### src/rtl/pipe_adder.sv
// Pipelined ripple-chunk adder/subtractor with a valid/ready handshake.
// N bits are split into STAGES chunks of W = N/STAGES bits (N must be a
// multiple of STAGES). Stage k adds chunk k using the carry registered by
// stage k-1. Upper operand chunks ride along until they are consumed, and
// finished low result chunks ride along until the top chunk completes.
// The last stage is the output register. It carries the optional signed
// saturation and the overflow flag, so the latency is exactly STAGES cycles.
// A stalled output (out_valid && !out_ready) freezes every stage at once.
module pipe_adder #(
    parameter int N      = 16,
    parameter int STAGES = 4,
    parameter int SAT    = 0
) (
    input  logic         clk,
    input  logic         rst,
    input  logic         in_valid,
    output logic         in_ready,
    input  logic [N-1:0] A,
    input  logic [N-1:0] B,
    input  logic         Cin,
    input  logic         sub,
    output logic         out_valid,
    input  logic         out_ready,
    output logic [N-1:0] S,
    output logic         Cout,
    output logic         Ovf
);

    localparam int W = N / STAGES;
    localparam int L = STAGES - 1;

    localparam logic signed [N-1:0] SMAX = {1'b0, {(N-1){1'b1}}};
    localparam logic signed [N-1:0] SMIN = {1'b1, {(N-1){1'b0}}};

    // Clamp to the signed range on overflow. The direction follows the sign
    // of A, because an overflow only happens when both operand signs match.
    function automatic logic signed [N-1:0] sat_fn(input logic signed [N-1:0] raw,
                                                   input logic ovf,
                                                   input logic neg);
        if ((SAT != 0) && ovf) begin
            return neg ? SMIN : SMAX;
        end
        return raw;
    endfunction

    logic out_valid_q;
    logic adv;

    // A result held at the output with no taker freezes the whole pipeline.
    assign adv      = !(out_valid_q && !out_ready);
    assign in_ready = adv;

    for (genvar k = 0; k < STAGES; k++) begin : g_st
        localparam int LO = k * W;

        logic [N-LO-1:0] a_in;
        logic [N-LO-1:0] b_in;
        logic            c_in;
        logic            v_in;
        logic [W:0]      sum_c;
        logic [LO+W-1:0] res;

        if (k == 0) begin : g_src
            // Subtraction is A + ~B + 1. Cin only matters for addition.
            assign a_in = A;
            assign b_in = sub ? ~B : B;
            assign c_in = sub | Cin;
            assign v_in = in_valid;
            assign res  = sum_c[W-1:0];
        end else begin : g_src
            assign a_in = g_st[k-1].g_reg.a_q;
            assign b_in = g_st[k-1].g_reg.b_q;
            assign c_in = g_st[k-1].g_reg.cry_q;
            assign v_in = g_st[k-1].g_reg.vld_q;
            assign res  = {sum_c[W-1:0], g_st[k-1].g_reg.s_q};
        end

        assign sum_c = {1'b0, a_in[W-1:0]} + {1'b0, b_in[W-1:0]} + {{W{1'b0}}, c_in};

        if (k < L) begin : g_reg
            logic              vld_q;
            logic              cry_q;
            logic [LO+W-1:0]   s_q;
            logic [N-LO-W-1:0] a_q;
            logic [N-LO-W-1:0] b_q;

            // Stage valid bit. Reset drops every in-flight operand set.
            always_ff @(posedge clk or posedge rst) begin
                if (rst) begin
                    vld_q <= 1'b0;
                end else if (adv) begin
                    vld_q <= v_in;
                end
            end

            // Stage data: chunk carry, finished low bits, unconsumed operand bits.
            always_ff @(posedge clk) begin
                if (adv) begin
                    cry_q <= sum_c[W];
                    s_q   <= res;
                    a_q   <= a_in[N-LO-1:W];
                    b_q   <= b_in[N-LO-1:W];
                end
            end
        end
    end

    // ---- output stage: the top chunk completes here ----
    logic                 a_msb;
    logic                 b_msb;
    logic signed [N-1:0]  raw_d;
    logic signed [N-1:0]  s_d;
    logic                 ovf_d;
    logic                 cout_d;
    logic                 vld_d;
    logic [N-1:0]         s_q;
    logic                 cout_q;
    logic                 ovf_q;

    assign a_msb  = g_st[L].a_in[W-1];
    assign b_msb  = g_st[L].b_in[W-1];
    assign raw_d  = g_st[L].res;
    assign cout_d = g_st[L].sum_c[W];
    assign vld_d  = g_st[L].v_in;
    assign ovf_d  = (a_msb == b_msb) && (raw_d[N-1] != a_msb);
    assign s_d    = sat_fn(raw_d, ovf_d, a_msb);

    // Registered result. It is cleared by reset and held while the output is stalled.
    always_ff @(posedge clk or posedge rst) begin
        if (rst) begin
            out_valid_q <= 1'b0;
            s_q         <= '0;
            cout_q      <= 1'b0;
            ovf_q       <= 1'b0;
        end else if (adv) begin
            out_valid_q <= vld_d;
            s_q         <= s_d;
            cout_q      <= cout_d;
            ovf_q       <= ovf_d;
        end
    end

    assign out_valid = out_valid_q;
    assign S         = s_q;
    assign Cout      = cout_q;
    assign Ovf       = ovf_q;

endmodule

### config.mk
export PLATFORM = sky130hd
export DESIGN_NAME = pipe_adder
export DESIGN_NICKNAME = d
export VERILOG_FILES = /design/src/rtl/pipe_adder.sv
export SDC_FILE = /design/constraint.sdc
export NUM_CORES = 1
export LEC_CHECK = 0
export BUFFER_PORTS_ARGS = -buffer_cell sky130_fd_sc_hd__buf_4
export CAP_MARGIN = 20
export CORE_ASPECT_RATIO = 2
export CORE_MARGIN = 2
export CORE_UTILIZATION = 45
export CTS_CLUSTER_DIAMETER = 60
export DETAILED_ROUTE_END_ITERATION = 8
export HOLD_SLACK_MARGIN = 0.15
export PLACE_DENSITY_LB_ADDON = 0.3
export SYNTH_ARGS = -nofsm -noshare
export SYNTH_HDL_FRONTEND = slang
export SYNTH_SLANG_ARGS = --single-unit
### constraint.sdc
create_clock -name clk -period 2.6 [get_ports clk]
set_clock_uncertainty 0.15 [all_clocks]
set_input_delay 0.13 -clock clk [delete_from_list [all_inputs] [get_ports clk]]
set_output_delay 0.13 -clock clk [all_outputs]
set_load 0.02 [all_outputs]
# Word-level counts from Yosys, hierarchy flattened
# Index checks and enable logic that the tools add are counted.
[classes]
n_shift = 0
n_reduce_logical = 4
mul = 0
n_eq_ne = 2
addsub = 8
n_div = 0
n_bitwise = 2
n_lt_le_gt_ge = 0
n_mux = 1
[op_table]
columns = ["cell", "n"]
rows = [
  ["$add 4x4->5", 4],
  ["$add 5x1->5", 4],
  ["$mux 16", 1],
  ["$not 16->16", 1],
  ["$logic_and 1x1->1", 2],
  ["$logic_not 1->1", 2],
  ["$eq 1x1->1", 1],
  ["$ne 1x1->1", 1],
  ["$or 1x1->1", 1],
]
[word_totals]
register_bits = 97
latch_bits = 0
romBits = 0
output_inout_bits = 20
n_memories = 0
mem_bits_rw = 0

# Logic depth before layout (Yosys ltp)
[depth]
ltp_word = 4
depth_mapped = 7

# Worst setup path before layout
# Ideal clock, no wire load.
[synth_path]
path_kind = "input to register"
from = "input sub"
to = "register g_st[0].g_reg.cry_q (data pin)"
t_required_ns = 2.196
setup_time_ns = 0.254
slack_ns = 0.440
n_path_buf = 2
cell_stages = 7
t_arrival_ns = 1.756
cell_sequence = "buf_4 buf_6 xor2_1 fa_1 fa_1 a21o_1 a21o_1"
[synth_between]
elab_chain_len = 3
elab_cells_between_ends = 4
classes_between = "add/sub: 2; mux: 1; bitwise: 1"
[synth_rtl]
columns = ["element", "line_no", "rtl"]
rows = [
  ["start, declared", "21", "input logic sub,"],
  ["$mux 16", "66", "assign b_in = sub ? ~B : B;"],
  ["$add 4x4->5", "78", "assign sum_c = {1'b0, a_in[W-1:0]} + {1'b0, b_in[W-1:0]} + {{W{1'b0}}, c_in};"],
  ["$add 5x1->5 (*)", "78", ""],
  ["via g_st[0].sum_c[4]", "60", "logic [W:0] sum_c;"],
  ["end signal, assigned", "99", "cry_q <= sum_c[W];"],
  ["end, declared", "82", "logic cry_q;"],
]
# The timed path passes the listed nets; every way through them passes the cells marked *.
# A chain may end at the register's enable or synchronous reset.

# Worst setup path after layout
[layout_path]
from = "input A[0]"
to = "register g_st[0].g_reg.cry_q (data pin)"
[layout_between]
elab_chain_len = 2
[layout_rtl]
columns = ["element", "line_no", "rtl"]
rows = [
  ["start, declared", "18", "input logic [N-1:0] A,"],
  ["$add 4x4->5", "78", ""],
  ["$add 5x1->5", "78", ""],
  ["via g_st[0].sum_c[4]", "60", ""],
]
# The timed path passes the listed nets, and every way through them passes these cells.

==> results.toml <==
[logic_synthesis]
synth.most_common_cell = "edfxtp_1"
ys_ff_latch = 97
ys.flop_type = "edfxtp_1"
yosysUniqueCellTypes = 27
yosys.area_share.simple = 0.0661
synth_area_per_cell_um2 = 16.1
synth-edff-count = 75
ys.warnings.count = 0
synth_xor_area_frac = 0.0527
synth_top_area_cell = "edfxtp_1"
synth_top_area_frac = 0.589
async_flop_share = 0.227
synth.area.top_cells = "edfxtp_1 (59%), dfrtp_1 (14%), nand2_1 (5.3%)"
synth.net_count = 295
ys_seq_area_frac = 0.733
synthAdderAreaFrac = 0.0811
syn_area_um2 = 3820
synthMuxAreaShare = 0
synth_common_cells = "edfxtp_1 (75), nand2_1 (54), dfrtp_1 (22)"
synth_compound_area_frac = 0.0445
synth_top_family_by_area = "adder cells"
synthCells = 237

[outcome]
outcome = "finished, final reports clean"

[layout]
area_growth_pct = 32.9
nets = 404
instances_no_fill = 449
stdcell_area_um2 = 5080
antenna_cells = 0
drive_above_1_share = 0.234

[sta]
tightestPinTransition_ps = 797
period_minus_slack_ps = 2140
relSlewSlack = 0.468
rsz0062_at_grt = "false"
maxSlewViolCount = 0
setup_tns_ps = 0
setup-violations-final = 0
fmax_ghz = 0.468
fin_crit_sh = 0.821
hold_viol_final = 0
holdWs_ps = 168

[place]
port_buffers = 57
placed_cells = 389
gp_congestion = 0.718
hpwl_um = 3480
dpl_cell_area_um2 = 4350

[global_routing]
grt_pass1_vias = 2140
grt_pass1_wl_um = 9340
grt_max_degree = 41
overflow = 0
grt_usage = 0.130
antenna_found_initial = 0

[setup_path]
worstSetupPathType = "input port to register"
path_cells = "dlygate4sd3_1, buf_4, fa_1, fa_1, a21o_1, a21o_1"
worstPathArrival_ps = 2070
reg2regPathDepth = 5
crit_path_start_kind = "input port"
critPathMaxStageDelay_ps = 550
cp_slowest_cell = "dlygate4sd3_1"
end_kind = "register"
required_ps = 2540
path_max_fanout = 2

[drt]
wl_um = 5340
antenna_left = 0
drtIter0Drc = 54
num_vias = 2112
routedWlPerCell_um = 11.9
firstDrtPassIters = 4
via_per_inst = 4.70
drc = 0

[floorplan]
die_w_um = 69.2
coreArea_um2 = 8290
row_count = 47
ios = 58
start_util = 0.461
die_h_um = 134
die_area_um2 = 9300

[clock_tree]
clock_path_buffers = 2
htreeDepth = 3
cts.sinks = 97
cts_buffers = 9
tritoncts = "yes"
clk-insertion-delay-late_ps = 330
clk_pin_slew_ps = 60
clockRootBuffer = "clkbuf_16"

[min_path]
min_path_cells = 2
hold_class = "input port to register"

[flow_run]
max-cap-violations = 0

[power]
irDropWorstVdd_mv = 0.553
finalPower_mw = 5.41
p_leak_nw = 2.19
p_per_area_nw_per_um2 = 1060
-- critical path, delay by kind of cell --
| kind | cells | cell delay, ps |
|---|---|---|
| adders and majority gates | 2 | 870 |
| AOI/OAI and AO/OA | 2 | 370 |
| buffers and inverters | 2 | 700 |
-- layout by cell type (no fill, tap or decap), types with 3 or more instances in the layout --
cell / Yosys / layout
xnor2_1: 5 / 5
nand2_1: 54 / 54
ha_1: 12 / 12
dfrtp_1: 22 / 22
fa_1: 8 / 8
clkinv_2: 0 / 3
buf_4: 2 / 60
edfxtp_1: 75 / 75
dlygate4sd3_1: 0 / 44
xor2_1: 18 / 18
inv_1: 5 / 5
a21oi_1: 4 / 4
clkbuf_16: 0 / 9
a21o_1: 8 / 8
-- flip-flops by register name (all words and copies together), names as in the netlist --
name              count
g_st.g_reg.a_q       24
g_st.g_reg.s_q       24
g_st.g_reg.b_q       24
out_valid             1
Ovf                   1
g_st.g_reg.vld_q      3
S                    16
g_st.g_reg.cry_q      3
Cout                  1
-- layout make-up --
type	count	area, um2
clock buffers	12	246
clock inverters	4	43.8
multi-input cells	127	935
flip-flops and latches	97	2800
inverters	6	23.8
repair buffers	105	911
well taps	98	123
fillers	632	3210
-- per-stage QoR --
stage | setup slack [ps] | util
final | 465 | 0.613
after global routing | 441 | 0.613
after CTS | 518 | 0.613
after detailed placement | 330 | 0.525
after global placement | 367 | 0.525
after floorplan | 440 | -
-- what timing repair did --
item	in CTS	in global routing
setup buffers	0	0
resized for setup	0	0
hold buffers	44	0
hold endpoints to repair	66	0
-- path summary, 6_finish.rpt --
kind                                                startpoint                              to  slack (ps)
worst min-delay path                                       sub  g_st[0].g_reg.b_q[7]$_DFFE_PN_         170
worst min register to register  g_st[1].g_reg.s_q[2]$_DFFE_PN_  g_st[2].g_reg.s_q[2]$_DFFE_PN_         270
worst max register to register   g_st[2].g_reg.cry_q$_DFFE_PN_                Cout$_DFFE_PP0N_         550
min in group asynchronous                                  rst                S[5]$_DFFE_PP0N_         360
max in group asynchronous                                  rst                Cout$_DFFE_PP0N_        1440
worst max-delay path                                      A[0]   g_st[0].g_reg.cry_q$_DFFE_PN_         460
-- metal layers --
layer / share of wire / track usage
met1: 0.35 / 0.126
met2: 0.57 / 0.236
met3: 0.044 / 0.0421
met4: 0.033 / 0.0784
met5: 0 / 0
-- where the power goes --
part           internal, mW  switching [mW]  total, mW
Sequential             2.41           0.210       2.62
Clock                 0.765           0.493       1.26
Combinational         0.700           0.827       1.53
-- logic make-up (layout without fill, tap and decap cells) --
| group | Yosys count | in the layout |
|---|---|---|
| buffers and inverters | 13 | 127 |
| flip-flops | 97 | 97 |
| adder cells (fa/ha/maj) | 20 | 20 |
| AND/OR/NAND/NOR | 61 | 61 |
| XOR/XNOR | 23 | 23 |
| AO/OA/AOI/OAI | 23 | 23 |
(Power assumes the default switching activity.)
